<file path="config.mk">
export PLATFORM = sky130hd
export DESIGN_NAME = ti_sbox_layer_ctrl
export DESIGN_NICKNAME = d
export VERILOG_FILES = /design/src/rtl/ti_sbox_pkg.sv /design/src/rtl/ti_sbox_stage_reg.sv /design/src/rtl/ti_sbox_layer_ctrl.sv
export SDC_FILE = /design/constraint.sdc
export NUM_CORES = 1
export LEC_CHECK = 0
export BUFFER_PORTS_ARGS = -buffer_cell sky130_fd_sc_hd__buf_2
export CORE_AREA = 2 2 171 173
export DETAILED_ROUTE_END_ITERATION = 16
export DIE_AREA = 0 0 173 175
export PLACE_DENSITY_LB_ADDON = 0.08
export SETUP_SLACK_MARGIN = 0.02
export SKIP_CTS_REPAIR_TIMING = 1
export SLEW_MARGIN = 15
export SYNTH_ARGS = -nofsm -noshare
export SYNTH_HDL_FRONTEND = slang
export SYNTH_SLANG_ARGS = --single-unit
</file>
<file path="constraint.sdc">
create_clock -name clk -period 7.65 [get_ports clk]
set_input_delay 0.765 -clock clk [delete_from_list [all_inputs] [get_ports clk]]
set_output_delay 0.765 -clock clk [all_outputs]
set_load 0.01 [all_outputs]
</file>
<file path="src/rtl/ti_sbox_pkg.sv">
// Shared definitions for the TI S-box layer controller: sizes, FSM states and
// the nibble addressing helper used to index shared state vectors.
package ti_sbox_pkg;

  localparam int NSHARE = 3;
  localparam int NNIB   = 16;
  localparam int MID_W  = 12;

  typedef enum logic [1:0] {
    IDLE  = 2'd0,
    RUN   = 2'd1,
    DRAIN = 2'd2,
    DONE  = 2'd3
  } state_e;

  // Bit offset of nibble idx of share `share` in a shared state vector.
  function automatic int nib_off(input int share, input int idx, input int nnib = NNIB);
    return share * 4 * nnib + idx * 4;
  endfunction

endpackage

</file>
<file path="src/rtl/ti_sbox_stage_reg.sv">
// Valid-tracked pipeline register; data loads (XORed with mask) only when
// in_vld is set, otherwise it holds. The valid bit follows in_vld each cycle.
module ti_sbox_stage_reg #(
  parameter int W = 12
) (
  input  logic         clk,
  input  logic         rst_n,
  input  logic         in_vld,
  input  logic [W-1:0] d,
  input  logic [W-1:0] mask,
  output logic [W-1:0] q,
  output logic         vld
);

  logic [W-1:0] data_q, data_d;
  logic         vld_q;

  always_comb begin
    data_d = data_q;
    if (in_vld) data_d = d ^ mask;
  end

  always_ff @(posedge clk or negedge rst_n) begin
    if (!rst_n) begin
      data_q <= '0;
      vld_q  <= 1'b0;
    end else begin
      data_q <= data_d;
      vld_q  <= in_vld;
    end
  end

  assign q   = data_q;
  assign vld = vld_q;

endmodule

</file>
<file path="src/rtl/ti_sbox_layer_ctrl.sv">
// Sequences one shared S-box layer through an external two-stage TI S-box,
// one nibble per cycle. Define TI_REMASK_EN to add fresh-randomness remasking.
module ti_sbox_layer_ctrl #(
  parameter int NSHARE = ti_sbox_pkg::NSHARE,
  parameter int NNIB   = ti_sbox_pkg::NNIB,
  parameter int MID_W  = ti_sbox_pkg::MID_W
) (
  input  logic                     clk,
  input  logic                     rst_n,
  input  logic                     start,
  input  logic [NSHARE*4*NNIB-1:0] state_in,
  output logic                     ready,
  output logic                     done,
  output logic [NSHARE*4*NNIB-1:0] state_out,
  output logic [NSHARE*4-1:0]      s1_in,
  input  logic [MID_W-1:0]         s1_out,
  output logic [MID_W-1:0]         s2_in,
`ifdef TI_REMASK_EN
  input  logic [2*(MID_W/NSHARE)-1:0] rnd,
`endif
  input  logic [NSHARE*4-1:0]      s2_out
);
  import ti_sbox_pkg::*;

  localparam int W  = NSHARE * 4 * NNIB;
  localparam int NW = NSHARE * 4;
  localparam int CW = (NNIB > 1) ? $clog2(NNIB) : 1;
  localparam logic [CW-1:0] LAST = CW'(NNIB - 1);

  state_e          state_q, state_d;
  logic [CW-1:0]   feed_cnt_q, feed_cnt_d;
  logic [CW-1:0]   wb_cnt_q, wb_cnt_d;
  logic [W-1:0]    work_q, work_d;
  logic [NW-1:0]   feed_nib;
  logic [MID_W-1:0] mask;
  logic            feed_vld, v1, v2;

  assign feed_vld = (state_q == RUN);

  // Feeding reads nibbles not yet overwritten: writeback trails the feed by 2.
  always_comb begin
    feed_nib = '0;
    for (int s = 0; s < NSHARE; s++)
      feed_nib[s*4 +: 4] = work_q[nib_off(s, int'(feed_cnt_q), NNIB) +: 4];
  end

`ifdef TI_REMASK_EN
  localparam int SL = MID_W / NSHARE;
  // Slice masks r0, r1, r0^r1 cancel in the XOR over shares.
  always_comb begin
    mask = '0;
    mask[0 +: SL]    = rnd[0 +: SL];
    mask[SL +: SL]   = rnd[SL +: SL];
    mask[2*SL +: SL] = rnd[0 +: SL] ^ rnd[SL +: SL];
  end
`else
  assign mask = '0;
`endif

  ti_sbox_stage_reg #(.W(NW)) u_s1 (
    .clk    (clk),
    .rst_n  (rst_n),
    .in_vld (feed_vld),
    .d      (feed_nib),
    .mask   ({NW{1'b0}}),
    .q      (s1_in),
    .vld    (v1)
  );

  ti_sbox_stage_reg #(.W(MID_W)) u_s2 (
    .clk    (clk),
    .rst_n  (rst_n),
    .in_vld (v1),
    .d      (s1_out),
    .mask   (mask),
    .q      (s2_in),
    .vld    (v2)
  );

  always_comb begin
    state_d    = state_q;
    feed_cnt_d = feed_cnt_q;
    wb_cnt_d   = wb_cnt_q;
    work_d     = work_q;

    if (v2) begin
      for (int s = 0; s < NSHARE; s++)
        work_d[nib_off(s, int'(wb_cnt_q), NNIB) +: 4] = s2_out[s*4 +: 4];
      if (wb_cnt_q != LAST) wb_cnt_d = wb_cnt_q + 1'b1;
    end

    case (state_q)
      IDLE: if (start) begin
        work_d     = state_in;
        feed_cnt_d = '0;
        wb_cnt_d   = '0;
        state_d    = RUN;
      end
      RUN: begin
        if (feed_cnt_q == LAST) state_d = DRAIN;
        else                    feed_cnt_d = feed_cnt_q + 1'b1;
      end
      DRAIN: if (v2 && wb_cnt_q == LAST) state_d = DONE;
      DONE:  state_d = IDLE;
      default: state_d = IDLE;
    endcase
  end

  always_ff @(posedge clk or negedge rst_n) begin
    if (!rst_n) begin
      state_q    <= IDLE;
      feed_cnt_q <= '0;
      wb_cnt_q   <= '0;
      work_q     <= '0;
    end else begin
      state_q    <= state_d;
      feed_cnt_q <= feed_cnt_d;
      wb_cnt_q   <= wb_cnt_d;
      work_q     <= work_d;
    end
  end

  assign ready     = (state_q == IDLE);
  assign done      = (state_q == DONE);
  assign state_out = work_q;

endmodule

</file>
==> results of run 1 <==
-- routing by layer --
| layer | global-route usage (%) | vias up | wire (um) | part of all wire, % |
|---|---|---|---|---|
| met5 | 0 | - | 0 | 0 |
| met3 | 8.90 | 229 | 7280 | 11 |
| met1 | 55.5 | 7633 | 25200 | 38 |
| met4 | 21.1 | 0 | 3870 | 5.9 |
| met2 | 65.4 | 1172 | 29500 | 45 |
| li1 | - | 6625 | - | - |
-- final cells by class --
cell class / instances / area (um2) / share of cell area (%)
sequential: 228 / 5710 / 32.6
clock buffer: 41 / 828 / 4.73
antenna: 1 / 2.50 / 0.0143
clock inverter: 8 / 133 / 0.757
multi-input combinational: 1231 / 7890 / 45.0
inverter: 18 / 67.6 / 0.386
tap: 384 / 480 / 2.74
timing repair buffer: 464 / 2400 / 13.7
-- report_power, final --
group          switching [mW]  total [mW]  internal [mW]
combinational            2.93        4.55           1.62
sequential              0.688        2.48           1.79
clock                   0.558        1.40          0.847
-- state kept, by name, indices dropped and copies added, names as in the netlist --
signal / flops
u_s2.vld: 1
feed_cnt_q: 4
state_out: 192
u_s1.vld: 1
u_s1.q: 12
u_s2.q: 12
wb_cnt_q: 4
state_q: 2
-- worst paths after layout --
check / startpoint / to / cells after the start
max: wb_cnt_q[2] / state_out[142] / 10
min: rst_n / state_out[69] / 1
max reg2reg: wb_cnt_q[2] / state_out[142] / 10
min reg2reg: u_s1.q[7] / u_s1.q[7] / 2
max in group asynchronous: rst_n / wb_cnt_q[0] / 2
min in group clk: state_in[100] / state_out[100] / 3
-- kinds of logic (layout without fill, tap and decap cells) --
group / Yosys count / after routing / synth area share [%]
flops: 228 / 228 / 40.3
compound gates: 431 / 431 / 19.3
simple gates: 580 / 580 / 19.7
mux: 204 / 204 / 15.1
fa+ha+maj: 12 / 12 / 1.06
xor+xnor: 4 / 4 / 0.247
buf+inv: 153 / 531 / 4.26
other cells: 0 / 1 / 0
-- cells in the final DEF, fill, tap and decap left out, drive strengths merged, types with 4 or more instances in the layout --
cell type,synthesis,routed
inv,18,19
nand3,52,52
or3,9,9
o211a,4,4
nor4,5,5
a221oi,23,23
nor2,98,98
and3,42,42
or2,5,5
o211ai,8,8
ha,12,12
a21o,6,6
mux4,6,6
nor2b,10,10
dfrtp,228,228
o22ai,23,23
nand2,209,209
o2111ai,4,4
and2,29,29
or4,5,5
mux2i,175,175
a221o,15,15
a211oi,9,9
o21ai,148,148
nand4,17,17
a31oi,19,19
nand3b,4,4
mux2,23,23
buf,34,464
a21oi,96,96
nor3,63,63
nand2b,20,20
clkbuf,101,41
a22oi,35,35
a32oi,6,6
a22o,7,7
o221ai,11,11
-- stage by stage --
step,power [mW],cells,hold slack [ps],worst slack (ps)
final,8.43,2375,318,4010
after global routing,8.79,2375,394,3820
after CTS,8.27,2374,366,4120
after detailed placement,6.87,2325,487,4160
after global placement,6.80,2325,484,4200
after floorplan,4.99,1612,407,4690
==> results.cfg, run 1 <==
[run_status]
outcome = finished clean

[placement]
io_buffers = 436
dpl.hpwl_um = 47900
place_area_um2 = 16500
globalplace.congestion = 0.961

[setup_path]
cp_common_cell = buf_4
crit_type = flip-flop to flip-flop
required_ps = 8080
end_kind = flip-flop
path_buf_inv = 3
rrSetupSlack_ps = 4010
crit_fanout = 48
cp.arrival_ps = 4060
max_stage_delay_ps = 790
start_kind = flip-flop
cp_top_family = simple AND/OR/NAND/NOR gates
critPathSlowestCell = nor2_1
path_cells = buf_4, or3_1, inv_1, ha_1, buf_4, nand3_1, nor2_1, and2_0, mux2i_1, o21ai_0

[final_layout]
fill_cells = 2613
final_core_util_pct = 61.7
design_area_um2 = 17500
fin_nets = 2201
layout-drive-gt1-share_pct = 28.1
area_growth_pct = 23.6

[sta]
finalClockSkew_ps = 28.0
period_needed_ps = 3640
grt_setup_unrepaired = false
setup_viol = 0
fin_crit_sh_pct = 47.5
finalHoldViolCount = 0
timing.fmax_ghz = 0.275
tightest_slew_ps = 1160
slew_viol_final = 0
slew_headroom_pct = 21.9
tns_ps = 0

[floorplanning]
rows = 62
ioPinCount = 437
dieHeight_um = 175
die_width_um = 173
die_area_um2 = 30300
initial_core_util_pct = 49.9
core_um2 = 28400

[grt]
track_usage_pct = 41.9
grt_pass1_wl_um = 96200
antenna_found_initial = 2
grt_overflow = 0
grt_pass1_vias = 14836
grt_start_max_net_pins = 120

[synthesis]
ys_ff_latch = 228
ys_seq_area_share_pct = 40.3
synth-main-ff-cell = dfrtp_1
ys_top_cells_by_area = dfrtp_1 (40%), mux2i_1 (12%), nand2_1 (5.5%)
async_flop_share_pct = 100
yosys_warnings = 0
synth_edf_count = 0
synth_top_cell_by_area = dfrtp_1
ys_types = 70
synthesis.nets = 1843
synthCells = 1612
synth_common_cells = dfrtp_1 (228), nand2_1 (208), mux2i_1 (175)
syn_area_um2 = 14200
syn_avg_cell_area_um2 = 8.79
synth.most_common_cell = dfrtp_1
yosys.area.top_type_share_pct = 40.3

[hold_path]
min_path_type = primary input to asynchronous set/reset pin

[route]
drtAntennaViolNets = 0
via_per_inst = 6.59
vias = 15659
firstDrtPassIters = 7
drt_wl_total_um = 65800
drc = 0
dr.first_iter.drc_count = 2045
routedWlPerCell_um = 27.7

[clock_network]
cts_root_buffer = clkbuf_16
htree_levels = 1
clk_latency_ps = 580
clock_sinks = 228
clk_pin_slew_ps = 60
cts_buffers = 27
cts_tree = done
clockBufferDepth = 3

[power_and_ir_drop]
ir_drop_mv = 0.311
power.leakage_nw = 7.88
powerDensity_nw_per_um2 = 482

[flow_run]
drv_cap = 0
(Power assumes the default switching activity.)
==> run 2: changes to the inputs <==
--- a/config.mk
+++ b/config.mk
@@ -6,9 +6,9 @@
 export NUM_CORES = 1
 export LEC_CHECK = 0
 export BUFFER_PORTS_ARGS = -buffer_cell sky130_fd_sc_hd__buf_2
-export CORE_AREA = 2 2 171 173
+export CORE_MARGIN = 2
+export CORE_UTILIZATION = 47
 export DETAILED_ROUTE_END_ITERATION = 16
-export DIE_AREA = 0 0 173 175
 export PLACE_DENSITY_LB_ADDON = 0.08
 export SETUP_SLACK_MARGIN = 0.02
 export SKIP_CTS_REPAIR_TIMING = 1
==> constraint.sdc (replaced) <==
create_clock -name clk -period 3.1 [get_ports clk]
set_input_delay 0.31 -clock clk [delete_from_list [all_inputs] [get_ports clk]]
set_output_delay 0.31 -clock clk [all_outputs]
set_load 0.01 [all_outputs]
==> run 2 against run 1 <==
Wire length grew 1.3%. Core utilization is 0.36 points higher. Largest cell class unchanged. Sequential power up 140%. Critical endpoint is now state_out[119]. Non-clock buffer count up 102. The flow now finishes with violations (negative hold slack). Hold slack worse by 350 ps.
==> results.cfg, run 2 (synthesis gave the netlist of run 1 again) <==
[power_and_ir_drop]
p_int_mw = 10.6
p_switching_mw = 10.4
ir_drop_mv = 0.647
comb_power_share_pct = 56.5
power.leakage_nw = 8.33
powerDensity_nw_per_um2 = 1150
swShare_pct = 49.5
seqPwrFrac_pct = 28.8
p_clk_share_pct = 14.7
finalPower_mw = 21.1

[final_layout]
final_common_cell = buf_2
fin_nets = 2303
multi_input_area_um2 = 7900
diodes = 0
largest_reg_flops = 192
area_growth_pct = 29.7
layout-drive-gt1-share_pct = 29.2
final_cell_mix = buf_2 (435), dfrtp_1 (227), nand2_1 (207)
final_cells = 2479
seq_area_um2 = 5710
fill_cells = 2695

[hold_path]
hp-start = state_in[78]
min_path_type = primary input to flip-flop

[grt]
grt_start_max_net_pins = 188
grt_pass1_wl_um = 95200
track_usage_pct = 40.6
grt_pass1_vias = 14977
grt_overflow = 0
antenna_found_initial = 0

[clock_network]
clock_sinks = 228
cts_tree = done
clk_pin_slew_ps = 70
clk_latency_ps = 550
cts_buffers = 27
clockBufferDepth = 3
cts_root_buffer = clkbuf_16
htree_levels = 1

[route]
drtAntennaViolNets = 0
routedWlPerCell_um = 26.9
via_per_inst = 6.41
vias = 15890
drt_wl_total_um = 66700
drc = 0
firstDrtPassIters = 7
dr.first_iter.drc_count = 2100

[placement]
dpl.hpwl_um = 48300
globalplace.congestion = 1.05
place_ws_ps = 176
dp_cells = 2384
io_buffers = 436

[setup_path]
start_kind = flip-flop
crit_fanout = 25
cp.arrival_ps = 3410
required_ps = 3530
r2r-start = wb_cnt_q[0]
crit_start = wb_cnt_q[0]
crit_type = flip-flop to flip-flop
end_kind = flip-flop

[sta]
setup_viol = 0
finalClockSkew_ps = 9.71
hold_ws_ps = -30.8
finalHoldViolCount = 38
slew_viol_final = 0
tns_ps = 0
period_needed_ps = 2980
fin_crit_sh_pct = 96.0
timing.fmax_ghz = 0.336
slew_headroom_pct = 38.6
worst_slack_ps = 123
grt_setup_unrepaired = false
tightest_slew_ps = 915

[floorplanning]
core_um2 = 29600
die_width_um = 178
initial_core_util_pct = 47.8
dieHeight_um = 178
ioPinCount = 437
die_area_um2 = 31600
rows = 63

[run_status]
outcome = finished, violations left
violations = negative hold slack

[flow_run]
drv_cap = 0
==> run 2: cell type report <==
cell class	instances	area share, %
Clock inverter	4	0.123
Inverter	18	0.368
Sequential cell	228	31.1
Timing Repair Buffer	566	18.5
Tap cell	390	2.65
Clock buffer	42	4.36
Multi-Input combinational cell	1231	43.0
==> run 2: metal layers <==
layer,global-route usage [%],share of wire (%),vias to the layer above
li1,-,-,6823
met1,55.2,39,7661
met2,63.8,45,1157
met3,6.62,11,249
met4,18.0,5.4,0
met5,0,0,-
==> run 2: worst max-delay path, stage by stage, from the launching register on <==
cell     delay, ps
dfrtp_1        400
or3_1          450
inv_1           90
ha_1           280
buf_12         190
inv_1          180
nand3_1        310
nor3_1         490
nor3_1         220
a21o_1         230
==> run 2: final timing paths <==
kind | to | slack [ps] | cells after the start
hold / removal | state_out[78] | -30 | 3
setup reg to reg | state_out[119] | 120 | 9
hold reg to reg | u_s2.q[4] | 500 | 1
setup / recovery | state_out[119] | 120 | 9
min in group asynchronous | feed_cnt_q[2] | 340 | 2
max in group asynchronous | state_out[58] | 1900 | 3
==> run 2: power groups by stage <==
stage | clock, mW | combinational [mW] | sequential (mW)
after floorplan | 0 | 6.26 | 6.05
after global placement | 0 | 11.3 | 6.01
after detailed placement | 0 | 11.5 | 6.03
after CTS | 3.08 | 11.5 | 6.00
after global routing | 3.20 | 12.6 | 6.20
final | 3.08 | 11.9 | 6.06
==> run 2: stage by stage <==
stage	cell area (um2)	utilization, %
floorplan	14200	-
global placement	17100	57.5
detailed placement	17100	57.5
CTS	17900	60.3
global route	18400	62.0
finish	18400	62.0
